`config.mk`:
```
export PLATFORM = sky130hd
export DESIGN_NAME = transfer_scheduler
export DESIGN_NICKNAME = d
export VERILOG_FILES = /design/src/rtl/transfer_pkg.sv /design/src/rtl/frame_serializer.sv /design/src/rtl/transfer_scheduler.sv
export SDC_FILE = /design/constraint.sdc
export NUM_CORES = 1
export LEC_CHECK = 0
export CAP_MARGIN = 15
export CORE_MARGIN = 4
export CORE_UTILIZATION = 46
export DETAILED_ROUTE_END_ITERATION = 10
export PLACE_DENSITY = 0.88
export REMOVE_ABC_BUFFERS = 1
export SKIP_LAST_GASP = 1
export SLEW_MARGIN = 20
export SYNTH_ARGS = -nofsm -noshare
export SYNTH_HDL_FRONTEND = slang
export SYNTH_SLANG_ARGS = --single-unit
```
`constraint.sdc`:
```
create_clock -name clk -period 5 [get_ports clk]
set_clock_uncertainty 0.05 [all_clocks]
set_input_delay 1 -clock clk [delete_from_list [all_inputs] [get_ports clk]]
set_output_delay 1 -clock clk [all_outputs]
set_load 0.005 [all_outputs]
```
`src/rtl/transfer_pkg.sv`:
```
// -----------------------------------------------------------------------------
// transfer_pkg
//   Shared definitions for the transmit side of the 8-bit serial transfer link.
//   Holds the frame width, the slot counter geometry, the command byte values
//   understood by the receiving transfer center, the idle frame value and the
//   scheduler FSM state type.
// -----------------------------------------------------------------------------
package transfer_pkg;

    // Frame width in bits; the link is fixed at 8.
    localparam int FRAME_W = 8;

    // Slot counter geometry: one slot per serial bit of a frame.
    localparam int                SLOT_W    = $clog2(FRAME_W);
    localparam logic [SLOT_W-1:0] SLOT_LAST = SLOT_W'(FRAME_W - 1);

    // Command bytes as the transfer center decodes them.
    localparam logic [FRAME_W-1:0] CMD_50     = 8'd1;
    localparam logic [FRAME_W-1:0] CMD_80     = 8'd2;
    localparam logic [FRAME_W-1:0] CMD_90     = 8'd3;
    localparam logic [FRAME_W-1:0] CMD_100    = 8'd4;
    localparam logic [FRAME_W-1:0] CMD_FLUSH  = 8'd5;
    localparam logic [FRAME_W-1:0] CMD_READY  = 8'd6;
    localparam logic [FRAME_W-1:0] CMD_BINARY = 8'd7;
    localparam logic [FRAME_W-1:0] CMD_ASCII  = 8'd8;

    // Frame sent whenever nothing is scheduled.
    localparam logic [FRAME_W-1:0] IDLE_FRAME = 8'd0;

    // Scheduler state, decided only at frame load edges.
    typedef enum logic [1:0] {
        IDLE = 2'd0,
        CMD  = 2'd1,
        DATA = 2'd2
    } state_t;

    // Only the binary command is followed by a data frame; every other value,
    // including out-of-range ones, is a single frame.
    function automatic logic is_binary(input logic [FRAME_W-1:0] cmd_byte);
        return (cmd_byte == CMD_BINARY);
    endfunction

endpackage

```
`src/rtl/frame_serializer.sv`:
```
// -----------------------------------------------------------------------------
// frame_serializer
//   Free-running frame timing and parallel-to-serial conversion for the link.
//   A slot counter walks 0..7 continuously; the edge on which it sits at 7 is
//   the load edge, where the shift register takes load_value. On every other
//   edge the register shifts left, so the line carries the frame MSB first.
//
// Ports
//   clk          in   link clock, one serial bit per rising edge
//   rst          in   asynchronous active-low reset
//   load_value   in   frame byte captured at the load edge
//   load         out  high during the cycle whose rising edge is a load edge
//   serial_out   out  serial data, MSB first
//   frame_start  out  high while bit 0 (MSB) of a frame is on the line
// -----------------------------------------------------------------------------
module frame_serializer
    import transfer_pkg::*;
(
    input  logic               clk,
    input  logic               rst,
    input  logic [FRAME_W-1:0] load_value,
    output logic               load,
    output logic               serial_out,
    output logic               frame_start
);

    logic [SLOT_W-1:0]  slot_reg;
    logic [FRAME_W-1:0] shift_reg;

    // Reset parks the counter on the last slot so the very first edge after
    // reset release loads a frame.
    assign load = (slot_reg == SLOT_LAST);

    always_ff @(posedge clk or negedge rst) begin
        if (!rst) begin
            slot_reg  <= SLOT_LAST;
            shift_reg <= '0;
        end else begin
            slot_reg <= slot_reg + 1'b1;
            if (load) begin
                shift_reg <= load_value;
            end else begin
                shift_reg <= {shift_reg[FRAME_W-2:0], 1'b0};
            end
        end
    end

    assign serial_out  = shift_reg[FRAME_W-1];
    // Slot 0 is the cycle right after a load edge, i.e. the MSB of the frame.
    assign frame_start = (slot_reg == '0);

endmodule

```
`src/rtl/transfer_scheduler.sv`:
```
// -----------------------------------------------------------------------------
// transfer_scheduler
//   Transmit-side controller for the 8-bit serial transfer link. Arbitrates
//   between two scanner command sources, sends the winner's command frame and,
//   after a binary command, the trailing data frame. Frames are back-to-back;
//   when nothing is scheduled an idle frame (all zeros) is sent.
//
// Build option
//   TRANSFER_RR_EN  defined   : round-robin arbitration with a 1-bit pointer
//                   undefined : fixed priority, requester 0 always wins
//
// Ports
//   clk                 in   link clock, one serial bit per rising edge
//   rst                 in   asynchronous active-low reset
//   req[1:0]            in   per-requester request, held until its gnt bit
//   cmd0, cmd1          in   command byte of requester 0 / 1
//   data0, data1        in   data byte, used only after a binary command
//   readyForTransferIn  in   link partner ready; low forces idle frames
//   gnt[1:0]            out  one-cycle grant, aligned with the command MSB
//   serialOut           out  serial data, MSB first
//   frameStart          out  high during bit 0 (MSB) of every frame
//   busy                out  high while a command or data frame is in flight
// -----------------------------------------------------------------------------
module transfer_scheduler
    import transfer_pkg::*;
(
    input  logic               clk,
    input  logic               rst,
    input  logic [1:0]         req,
    input  logic [FRAME_W-1:0] cmd0,
    input  logic [FRAME_W-1:0] cmd1,
    input  logic [FRAME_W-1:0] data0,
    input  logic [FRAME_W-1:0] data1,
    input  logic               readyForTransferIn,
    output logic [1:0]         gnt,
    output logic               serialOut,
    output logic               frameStart,
    output logic               busy
);

    localparam int NUM_REQ = 2;

    // Requester inputs gathered into arrays so the winner can index them.
    logic [FRAME_W-1:0] cmd_arr  [NUM_REQ];
    logic [FRAME_W-1:0] data_arr [NUM_REQ];

    assign cmd_arr[0]  = cmd0;
    assign cmd_arr[1]  = cmd1;
    assign data_arr[0] = data0;
    assign data_arr[1] = data1;

    // FSM and datapath state
    state_t             state_reg, state_next;
    logic [FRAME_W-1:0] hold_reg, hold_next;   // data byte of the last winner
    logic               bin_reg, bin_next;     // current CMD frame is binary
    logic [NUM_REQ-1:0] gnt_reg, gnt_next;

    // Serializer handshake
    logic               load;
    logic [FRAME_W-1:0] load_value;

    // Arbitration
    logic               data_pending;
    logic               grant_valid;
    logic               winner;
    logic [NUM_REQ-1:0] winner_onehot;

    // A binary command owns the next frame outright: its data byte goes out
    // regardless of requests or of readyForTransferIn.
    assign data_pending = (state_reg == CMD) && bin_reg;
    assign grant_valid  = !data_pending && readyForTransferIn && (|req);

`ifdef TRANSFER_RR_EN
    // Round robin: the pointer names the preferred requester; after a grant it
    // moves to the requester that did not win.
    logic ptr_reg;

    always_comb begin
        if (ptr_reg) begin
            winner = req[1] ? 1'b1 : 1'b0;
        end else begin
            winner = req[0] ? 1'b0 : 1'b1;
        end
    end

    always_ff @(posedge clk or negedge rst) begin
        if (!rst) begin
            ptr_reg <= 1'b0;
        end else if (load && grant_valid) begin
            ptr_reg <= ~winner;
        end
    end
`else
    // Fixed priority: requester 1 only wins when requester 0 is quiet.
    assign winner = ~req[0];
`endif

    // One-hot grant vector for the winner, qualified by a real grant.
    for (genvar gi = 0; gi < NUM_REQ; gi++) begin : g_req
        assign winner_onehot[gi] = grant_valid && (winner == 1'(gi));
    end

    // Next-state and frame selection; only applied at load edges.
    always_comb begin
        state_next = IDLE;
        load_value = IDLE_FRAME;
        hold_next  = hold_reg;
        bin_next   = 1'b0;
        gnt_next   = '0;

        if (data_pending) begin
            state_next = DATA;
            load_value = hold_reg;
        end else if (grant_valid) begin
            state_next = CMD;
            load_value = cmd_arr[winner];
            hold_next  = data_arr[winner];
            bin_next   = is_binary(cmd_arr[winner]);
            gnt_next   = winner_onehot;
        end
    end

    always_ff @(posedge clk or negedge rst) begin
        if (!rst) begin
            state_reg <= IDLE;
            hold_reg  <= '0;
            bin_reg   <= 1'b0;
        end else if (load) begin
            state_reg <= state_next;
            hold_reg  <= hold_next;
            bin_reg   <= bin_next;
        end
    end

    // The grant is registered so it lines up with the command MSB and lasts
    // exactly one cycle; reset clears it at once, so an aborted frame leaves
    // no grant behind.
    always_ff @(posedge clk or negedge rst) begin
        if (!rst) begin
            gnt_reg <= '0;
        end else begin
            gnt_reg <= load ? gnt_next : '0;
        end
    end

    frame_serializer u_serializer (
        .clk         (clk),
        .rst         (rst),
        .load_value  (load_value),
        .load        (load),
        .serial_out  (serialOut),
        .frame_start (frameStart)
    );

    assign gnt  = gnt_reg;
    assign busy = (state_reg != IDLE);

endmodule

```
Word level (Yosys, flattened, before mapping)
Index checks and enable logic that the tools add are counted.
{ "totals": {"register_bits": 24, "latch_bits": 0, "ramBits": 0, "mem_bits_ro": 0, "in_bits": 37, "out_inout_bits": 5, "wordCells": 40, "memories": 0} }
{ "op_classes": {"addsub": 1, "mul": 0, "div_mod_pow": 0, "n_lt_le_gt_ge": 1, "eq_ne": 3, "n_shift": 0, "mux": 16, "bitwise": 3, "reduce_logical": 10} }
{ "ops": {"columns": ["operator", "n"], "rows": [
  ["$mux 8", 9],
  ["$eq 8x3->1 const B", 1],
  ["$mux 2", 4],
  ["$logic_and 1x1->1", 5],
  ["$add 3x1->3 const B", 1],
  ["$eq 3x3->1 const B", 1],
  ["$logic_not 3->1", 1],
  ["$mux 1", 3],
  ["$reduce_and 3->1", 1],
  ["$eq 2x1->1 const B", 1],
  ["$ge 2x2->1 const B", 1],
  ["$not 1->1", 2],
  ["$not 1->2", 1],
  ["$reduce_bool 2->1", 1],
  ["$reduce_or 2->1", 1],
  ["$logic_not 1->1", 1]
]} }

Longest topological paths before layout
Gate-level depths: netlist of the first run.
{ "depth": {"ltp_word": 9, "depth_mapped": 8, "ltp_nobuf": 6} }

Modules after synthesis
A second synthesis of the first run with hierarchy kept.
{ "hier_totals": {"cells_unflattened": 110, "hier_area_um2": 1251.2} }
{ "modules_own_cells": {"columns": ["mod", "n_inst", "cells_each", "area_per_inst_um2", "seq_area_each_um2"], "rows": [
  ["transfer_scheduler", 1, 84, 797.0, 325.3],
  ["frame_serializer", 1, 26, 454.2, 279.0]
]} }

Least setup slack after synthesis of the first run
No wires, ideal clock.
{ "synth_path": {"path_kind": "input-to-reg", "start": "in cmd0[6]", "end": "reg bin_reg", "setup_ns": 0.078, "arrival_time_ns": 1.983, "required_time_ns": 4.872, "path_slack_ns": 2.889, "stages": 4, "n_path_buf": 0, "path_cell_list": "or4b_2 > nor4_1 > a31oi_1 > o2bb2ai_1"} }
{ "synth_via": {"elab_chain_cells": 6} }
{ "synth_lines": {"columns": ["element", "line_no", "source"], "rows": [
  ["start: declaration", "transfer_scheduler.sv:30", "input logic [FRAME_W-1:0] cmd0,"],
  ["$mux 8 (not written as such) (3 in series)", "transfer_scheduler.sv:118", "bin_next = is_binary(cmd_arr[winner]);"],
  ["$eq 8x3->1", "transfer_pkg.sv:40", "return (cmd_byte == CMD_BINARY);"],
  ["$mux 1", "transfer_scheduler.sv:114", "end else if (grant_valid) begin"],
  ["$mux 1", "transfer_scheduler.sv:111", "if (data_pending) begin"],
  ["end signal: assignment", "transfer_scheduler.sv:131", "bin_reg <= bin_next;"],
  ["end: declaration", "transfer_scheduler.sv:55", "logic bin_reg, bin_next;"]
]} }
No other way between the ends. The select of a mux whose other input is x is not followed.
A chain may end at the register's enable or synchronous reset.

Final worst setup path of the first run
{ "layout_path": {"start": "in req[0]", "end": "reg bin_reg"} }
{ "layout_via": {"elab_chain_cells": 8, "elab_cells_between_ends": 10, "classes_between": "1 x eq/ne; 5 x mux; 2 x bitwise; 2 x reduce/logical"} }
{ "layout_lines": {"columns": ["element", "line_no", "source"], "rows": [
  ["start: declaration", "transfer_scheduler.sv:29", "input logic [1:0] req,"],
  ["$not 1->1", "transfer_scheduler.sv:95", "assign winner = ~req[0];"],
  ["$not 1->2 (not written as such)", "transfer_scheduler.sv:118", null],
  ["$mux 8 (not written as such) (3 in series)", "transfer_scheduler.sv:118", null],
  ["$eq 8x3->1", "transfer_pkg.sv:40", null],
  ["$mux 1 (*)", "transfer_scheduler.sv:114", null],
  ["$mux 1 (*)", "transfer_scheduler.sv:111", null]
]} }
Every way passes the cells marked *; elsewhere a longest branch is shown, timed or not. The select of a mux whose other input is x is not followed.

==> results by group, run 1 <==
Run status
  • Outcome: complete, no violations

Finish
  • Layout Nets: 187
  • Count of antenna diodes in the layout: 0
  • Layout cells sized above 1: 7.53%
  • Layout overhead on the synthesized area: 41.5%
  • Commonest cells after routing, fill and taps aside: sky130_fd_sc_hd__clkdlybuf4s50_1, sky130_fd_sc_hd__dfrtp_1, sky130_fd_sc_hd__mux2i_1
  • Most common cell after layout, fill and taps aside: sky130_fd_sc_hd__clkdlybuf4s50_1
  • Final instance count without filler cells: 174

Drt
  • Number of vias in the routed layout: around 930
  • Mean number of vias per cell: approximately 5.4
  • Routed wire length: roughly 2.4 mm
  • DRC violation count after routing: 0
  • Antenna viol nets, final: 0
  • DR WL/cell: between 10 and 15 µm
  • DR pass1 iterations: 4
  • DRC violation total after the first TritonRoute iteration: 17

Floorplan
  • Die X-Extent: approximately 58 µm
  • Die span in y: around 58 µm
  • Ports: 42
  • Core Box Area: about 2300 µm²
  • Starting density of the core: approximately half
  • Die Area: about 3300 µm²
  • FP Rows: 17

Clocking
  • Clock tree from TritonCTS: built
  • H-Tree Level Count: 1
  • Hold buffer count at cts: 0
  • Number of buffers on the longest clock path: 2
  • Clock slew at reported path FFs: ~0.13 ns
  • Clock insertion delay at the later pin of the skew report: around 0.31 ns
  • Post-cts repair resize count: 0
  • CTS root buf: sky130_fd_sc_hd__clkbuf_4
  • Clock buffers created by TritonCTS: 3
  • Buffers inserted during post-CTS setup optimization: 0
  • Total clock sinks: 24

GRT
  • First-pass GRT wire length: 3.94 mm
  • Final global-route overflow total: 0
  • Maximum number of pins on one net before global-route repair: 26
  • Antenna violations before repair: 0
  • Number of global-route vias before repair: 952
  • Overall routing resource usage: about 15%

Synth
  • Register bit count reported by yosys: 24
  • Cell accounting for the most synthesized area: sky130_fd_sc_hd__dfrtp_1
  • Number of cells produced by synthesis: approximately 110
  • Cell area after technology mapping: approximately 1100 µm²
  • Top post-synthesis cells by area: sky130_fd_sc_hd__dfrtp_1, sky130_fd_sc_hd__mux2i_1, sky130_fd_sc_hd__dfstp_2
  • Share of Yosys cell area claimed by the top area cell type: between 40% and 50%
  • Proportion of synthesized chip area in sequential cells: a little over half
  • Yosys Warn Count: 0
  • Per-instance average area after synthesis: ~11 µm²
  • Netlist cell types: 29

Worst setup path
  • RR Startpoint: u_serializer.slot_reg[0]
  • Category of the most critical setup path: in -> reg
  • Endpoint kind of the worst setup timing path: flip-flop
  • Worst endpoint required time: 5.20 ns
  • CP startpoint kind: primary input
  • Critical register-to-register path endpoint: bin_reg
  • Data arrival time of the critical path: just under 3 ns
  • Flop2flop setup slack: roughly 2.8 ns
  • Highest fanout seen on the critical path: 25
  • Source of the critical timing path: req[0]
  • Logic depth of the worst register-to-register path: 6
  • Worst setup endpoint: bin_reg

Power and ir drop
  • Static Leak: approximately 0.74 nW
  • Power Density: approximately 250 nW/µm²
  • Maximum vdd drop: about 0.00018 V

STA
  • RSZ-0062 raised after global routing: no
  • Worst-Margin Slew: between 0.6 and 0.7 ns
  • Final period util: 55.2%
  • Count of endpoints failing setup in the final report: 0
  • Worst-case hold slack: 0.432 ns
  • Final hold vios: 0
  • Time the worst path needs with I/O delays and setup: between 2 and 3 ns
  • Slew Viols, Final: 0
  • Max-Slew Margin vs Limit: approximately 56%
  • Total negative slack for setup checks: 0 ns
  • Fmax: between 300 and 400 MHz

Flow run
  • Number of maximum-capacitance violations: 0

Placement
  • Placed cells: 170
  • Count of input and output buffers: ~40
  • Global placement routability congestion: around 0.73
  • HPWL reported at the end of detailed placement: 1.92 mm

Worst hold path
  • Worst Hold Class: reg -> reg
==> per-layer routing <==
layer | GRT usage (%) | vias to the layer above | wire (µm)
met1 | 17.8 | 442 | 964
met3 | 3.12 | 2 | 136
met5 | 0 | - | 0
li1 | - | 458 | -
met2 | 26.8 | 32 | 1290
met4 | 6.95 | 0 | 15
==> per-stage QoR <==
stage | utilization [%] | cell area (µm²) | total power [W] | setup WS [ns]
6_report | 70.7 | 1610 | 0.000409 | 2.24
5_1_grt | 70.7 | 1610 | 0.000428 | 2.12
4_1_cts | 70.9 | 1610 | 0.000413 | 2.25
3_5_place_dp | 68.6 | 1560 | 0.000277 | 1.91
3_3_place_gp | 68.6 | 1560 | 0.000274 | 1.96
2_1_floorplan | - | 1110 | 0.000233 | 2.86
==> worst max-delay path: stages <==
cell and delay [ns]:
sky130_fd_sc_hd__clkdlybuf4s50_1 0.45, sky130_fd_sc_hd__buf_4 0.29, sky130_fd_sc_hd__nor2_1 0.08, sky130_fd_sc_hd__or3_1 0.64
sky130_fd_sc_hd__or2_1 0.35, sky130_fd_sc_hd__o2bb2ai_1 0.14
==> cells by family after synthesis <==
group / synth area share (%)
AOI/OAI and AO/OA: 13.4
buffers and inverters: 3.85
and+or+nand+nor: 13.1
muxes: 13.2
adders and majority gates: 3.30
DFF: 53.1
==> cell usage after synthesis <==
master                       n
sky130_fd_sc_hd__clkinv_1    1
sky130_fd_sc_hd__ha_1        3
sky130_fd_sc_hd__nor4b_1     2
sky130_fd_sc_hd__clkbuf_1    1
sky130_fd_sc_hd__dfstp_2     3
sky130_fd_sc_hd__a31oi_1     1
sky130_fd_sc_hd__o21ai_1     2
sky130_fd_sc_hd__buf_2       4
sky130_fd_sc_hd__nor3b_1     1
sky130_fd_sc_hd__dfrtp_1    21
sky130_fd_sc_hd__or2_2       1
sky130_fd_sc_hd__nor4_1      1
sky130_fd_sc_hd__a21o_1      1
sky130_fd_sc_hd__or2_1       1
sky130_fd_sc_hd__o21ai_0    14
sky130_fd_sc_hd__a21oi_1     1
sky130_fd_sc_hd__or3_1       1
sky130_fd_sc_hd__nand3_1     1
sky130_fd_sc_hd__and2_1      1
sky130_fd_sc_hd__o2bb2ai_1   1
sky130_fd_sc_hd__or4b_2      1
sky130_fd_sc_hd__inv_1       3
sky130_fd_sc_hd__nor2b_1     2
sky130_fd_sc_hd__nor2_1      2
sky130_fd_sc_hd__a22oi_1     6
sky130_fd_sc_hd__mux2i_1    15
sky130_fd_sc_hd__nand2_1    13
sky130_fd_sc_hd__and3b_1     1
sky130_fd_sc_hd__clkbuf_2    1
==> report_power, final <==
group | total (W) | internal, W | switching, W | leakage (nW)
Clock | 0.000137 | 0.0000810 | 0.0000555 | 0.0279
Sequential | 0.000213 | 0.000206 | 0.00000633 | 0.304
Combinational | 0.0000595 | 0.0000387 | 0.0000209 | 0.403
==> area by class of cell <==
class / count / area [µm²]
fillers: 181 / 667
inverters: 4 / 15.0
repair buffers: 42 / 413
well taps: 28 / 35.0
flip-flops and latches: 24 / 604
multi-input cells: 72 / 489
clock buffers: 3 / 22.5
clock inverters: 1 / 30.0
==> worst min-delay path by stage <==
stage / start / depth (start not counted) / endpoint / slack [ns]
2_1_floorplan: u_serializer.shift_reg[0] / 2 / u_serializer.shift_reg[1] / 0.38
3_3_place_gp: u_serializer.shift_reg[0] / 2 / u_serializer.shift_reg[1] / 0.38
3_5_place_dp: u_serializer.shift_reg[0] / 2 / u_serializer.shift_reg[1] / 0.41
4_1_cts: u_serializer.shift_reg[0] / 2 / u_serializer.shift_reg[1] / 0.44
5_1_grt: u_serializer.slot_reg[0] / 1 / u_serializer.slot_reg[0] / 0.48
6_report: u_serializer.shift_reg[0] / 2 / u_serializer.shift_reg[1] / 0.43
Power figures use the tool's default switching activity.
==> run 2, diff against run 1 <==
--- a/config.mk
+++ b/config.mk
@@ -7,9 +7,9 @@
 export LEC_CHECK = 0
 export CAP_MARGIN = 15
 export CORE_MARGIN = 4
-export CORE_UTILIZATION = 46
+export CORE_UTILIZATION = 43
 export DETAILED_ROUTE_END_ITERATION = 10
-export PLACE_DENSITY = 0.88
+export PLACE_DENSITY = 0.83
 export REMOVE_ABC_BUFFERS = 1
 export SKIP_LAST_GASP = 1
 export SLEW_MARGIN = 20
==> constraint.sdc (replaced) <==
create_clock -name clk -period 2.65 [get_ports clk]
set_clock_uncertainty 0.05 [all_clocks]
set_input_delay 0.53 -clock clk [delete_from_list [all_inputs] [get_ports clk]]
set_output_delay 0.53 -clock clk [all_outputs]
set_load 0.005 [all_outputs]
==> run 2 against run 1 <==
Against the previous run: design area is 0.23% lower; total power is 65% higher; via count is 0.75% lower; routed wire length is 2.6% higher; first-iteration DRC count is 41% higher; global-route usage is 0.50 points higher; largest power group unchanged.
==> results by group, run 2 (synthesis gave the netlist of run 1 again) <==
Worst setup path
  • Logic depth of the worst register-to-register path: 7
  • Worst endpoint required time: ~2.1 ns
  • Endpoint kind of the worst setup timing path: output port
  • Worst path slowest cell: sky130_fd_sc_hd__dfstp_2
  • Category of the most critical setup path: reg -> out
  • CP startpoint kind: flip-flop
  • Delay of the slowest cell on the worst path: 0.55 ns
  • Highest fanout seen on the critical path: 2
  • Data arrival time of the critical path: 1.67 ns
  • Cells traversed along the worst timing path: inv_1 > ha_1 > nor2b_1 > clkdlybuf4s50_1

Placement
  • Pre-CTS WS: 0.501 ns
  • Count of input and output buffers: approximately 40
  • HPWL reported at the end of detailed placement: between 1.5 and 2 mm
  • Placed cells: approximately 170
  • Global placement routability congestion: ~0.83
  • Cell Area, Placed: between 1500 and 2000 µm²

Clocking
  • Hold buffer count at cts: 0
  • Buffers inserted during post-CTS setup optimization: 0
  • Clock tree from TritonCTS: built
  • Total clock sinks: 24
  • CTS root buf: sky130_fd_sc_hd__clkbuf_4
  • Clock buffers created by TritonCTS: 3
  • Number of buffers on the longest clock path: 2
  • Post-cts repair resize count: 0
  • Clock insertion delay at the later pin of the skew report: roughly 0.30 ns
  • Clock slew at reported path FFs: 0.11 ns
  • H-Tree Level Count: 1

STA
  • Max-Slew Margin vs Limit: 78.2%
  • Total negative slack for setup checks: 0 ns
  • RSZ-0062 raised after global routing: no
  • Worst-Margin Slew: ~0.33 ns
  • Final worst slack: approximately 0.40 ns
  • Slew Viols, Final: 0
  • Final period util: 85.0%
  • Fmax: ~440 MHz
  • Final hold vios: 0
  • Time the worst path needs with I/O delays and setup: roughly 2.3 ns
  • Count of endpoints failing setup in the final report: 0

Floorplan
  • Core Box Area: between 2000 and 2500 µm²
  • Ports: 42
  • Die Area: between 3000 and 4000 µm²
  • Die X-Extent: between 50 and 60 µm
  • FP Rows: 18
  • Die span in y: ~60 µm
  • Starting density of the core: 45.5%

Finish
  • Layout overhead on the synthesized area: 41.1%
  • Layout cells sized above 1: under 10%
  • Layout Nets: approximately 190
  • Layout Cell Area excl Fill: about 1600 µm²
  • Count of antenna diodes in the layout: 0
  • Commonest cells after routing, fill and taps aside: sky130_fd_sc_hd__clkdlybuf4s50_1, sky130_fd_sc_hd__dfrtp_1, sky130_fd_sc_hd__mux2i_1
  • Most common cell after layout, fill and taps aside: sky130_fd_sc_hd__clkdlybuf4s50_1
  • Final instance count without filler cells: 178

Power and ir drop
  • Design Power: 0.000673 W
  • Power Density: approximately 420 nW/µm²
  • Static Leak: between 0.7 and 0.8 nW
  • Maximum vdd drop: 0.000244 V

Worst hold path
  • Worst Hold Class: reg -> reg
  • Number of instances on the worst hold path: 2

Drt
  • Mean number of vias per cell: around 5.2
  • DR WL/cell: approximately 14 µm
  • DRC violation total after the first TritonRoute iteration: 24
  • DR pass1 iterations: 4
  • Routed wire length: between 2 and 2.5 mm
  • Number of vias in the routed layout: approximately 900
  • DRC violation count after routing: 0
  • Antenna viol nets, final: 0

GRT
  • Final global-route overflow total: 0
  • Overall routing resource usage: around 16%
  • Antenna violations before repair: 0
  • Number of global-route vias before repair: 980
  • Maximum number of pins on one net before global-route repair: 25
  • First-pass GRT wire length: a little over 4 mm

Flow run
  • Number of maximum-capacitance violations: 0

Run status
  • Outcome: complete, no violations
==> run 2: per-layer routing <==
layer	GRT usage [%]	up-vias	wire, µm
li1	-	456	-
met1	18.7	436	1020
met3	3.49	4	177
met5	0	-	0
met2	27.5	31	1230
met4	6.15	0	42
==> run 2: worst max-delay path, delay by kind of cell (launching register included) <==
family | cells | cell delay (ns)
adders and majority gates | 1 | 0.19
buffers and inverters | 2 | 0.49
DFF | 1 | 0.55
and+or+nand+nor | 1 | 0.13
==> run 2: power by group <==
group / total, W / internal [W] / leakage (nW) / switching (W)
registers: 0.000401 / 0.000389 / 0.304 / 0.0000117
logic: 0.000115 / 0.0000748 / 0.412 / 0.0000402
clock network: 0.000157 / 0.0000587 / 0.0150 / 0.0000986
==> run 2: layout make-up <==
type / instances / area [µm²]
well taps: 30 / 37.5
multi-input cells: 72 / 489
repair buffers: 44 / 433
clock buffers: 4 / 26.3
flip-flops and latches: 24 / 604
inverters: 4 / 15.0
fillers: 207 / 895
==> run 2: per-stage QoR <==
step	util (%)	hold WS [ns]
finish	64.2	0.422
global route	64.2	0.457
CTS	64.2	0.427
detailed placement	63.2	0.401
global placement	63.2	0.388
floorplan	-	0.184
==> run 2: final timing paths <==
kind / from / slack [ns] / to
worst max-delay path: u_serializer.slot_reg[0] / 0.40 / frameStart
worst min-delay path: u_serializer.shift_reg[0] / 0.42 / u_serializer.shift_reg[1]
worst max register to register: u_serializer.slot_reg[0] / 0.76 / hold_reg[5]
worst min register to register: u_serializer.shift_reg[0] / 0.42 / u_serializer.shift_reg[1]
max in group asynchronous: rst / 1.75 / u_serializer.slot_reg[2]
min in group asynchronous: rst / 0.51 / u_serializer.shift_reg[2]
==> run 3, diff against run 2 <==
--- a/config.mk
+++ b/config.mk
@@ -8,6 +8,7 @@
 export CAP_MARGIN = 15
 export CORE_MARGIN = 4
 export CORE_UTILIZATION = 43
+export CTS_CLUSTER_DIAMETER = 200
 export DETAILED_ROUTE_END_ITERATION = 10
 export PLACE_DENSITY = 0.83
 export REMOVE_ABC_BUFFERS = 1
==> results of run 3 <==
Final layout, timing and power as in run 2 (identical DEF).
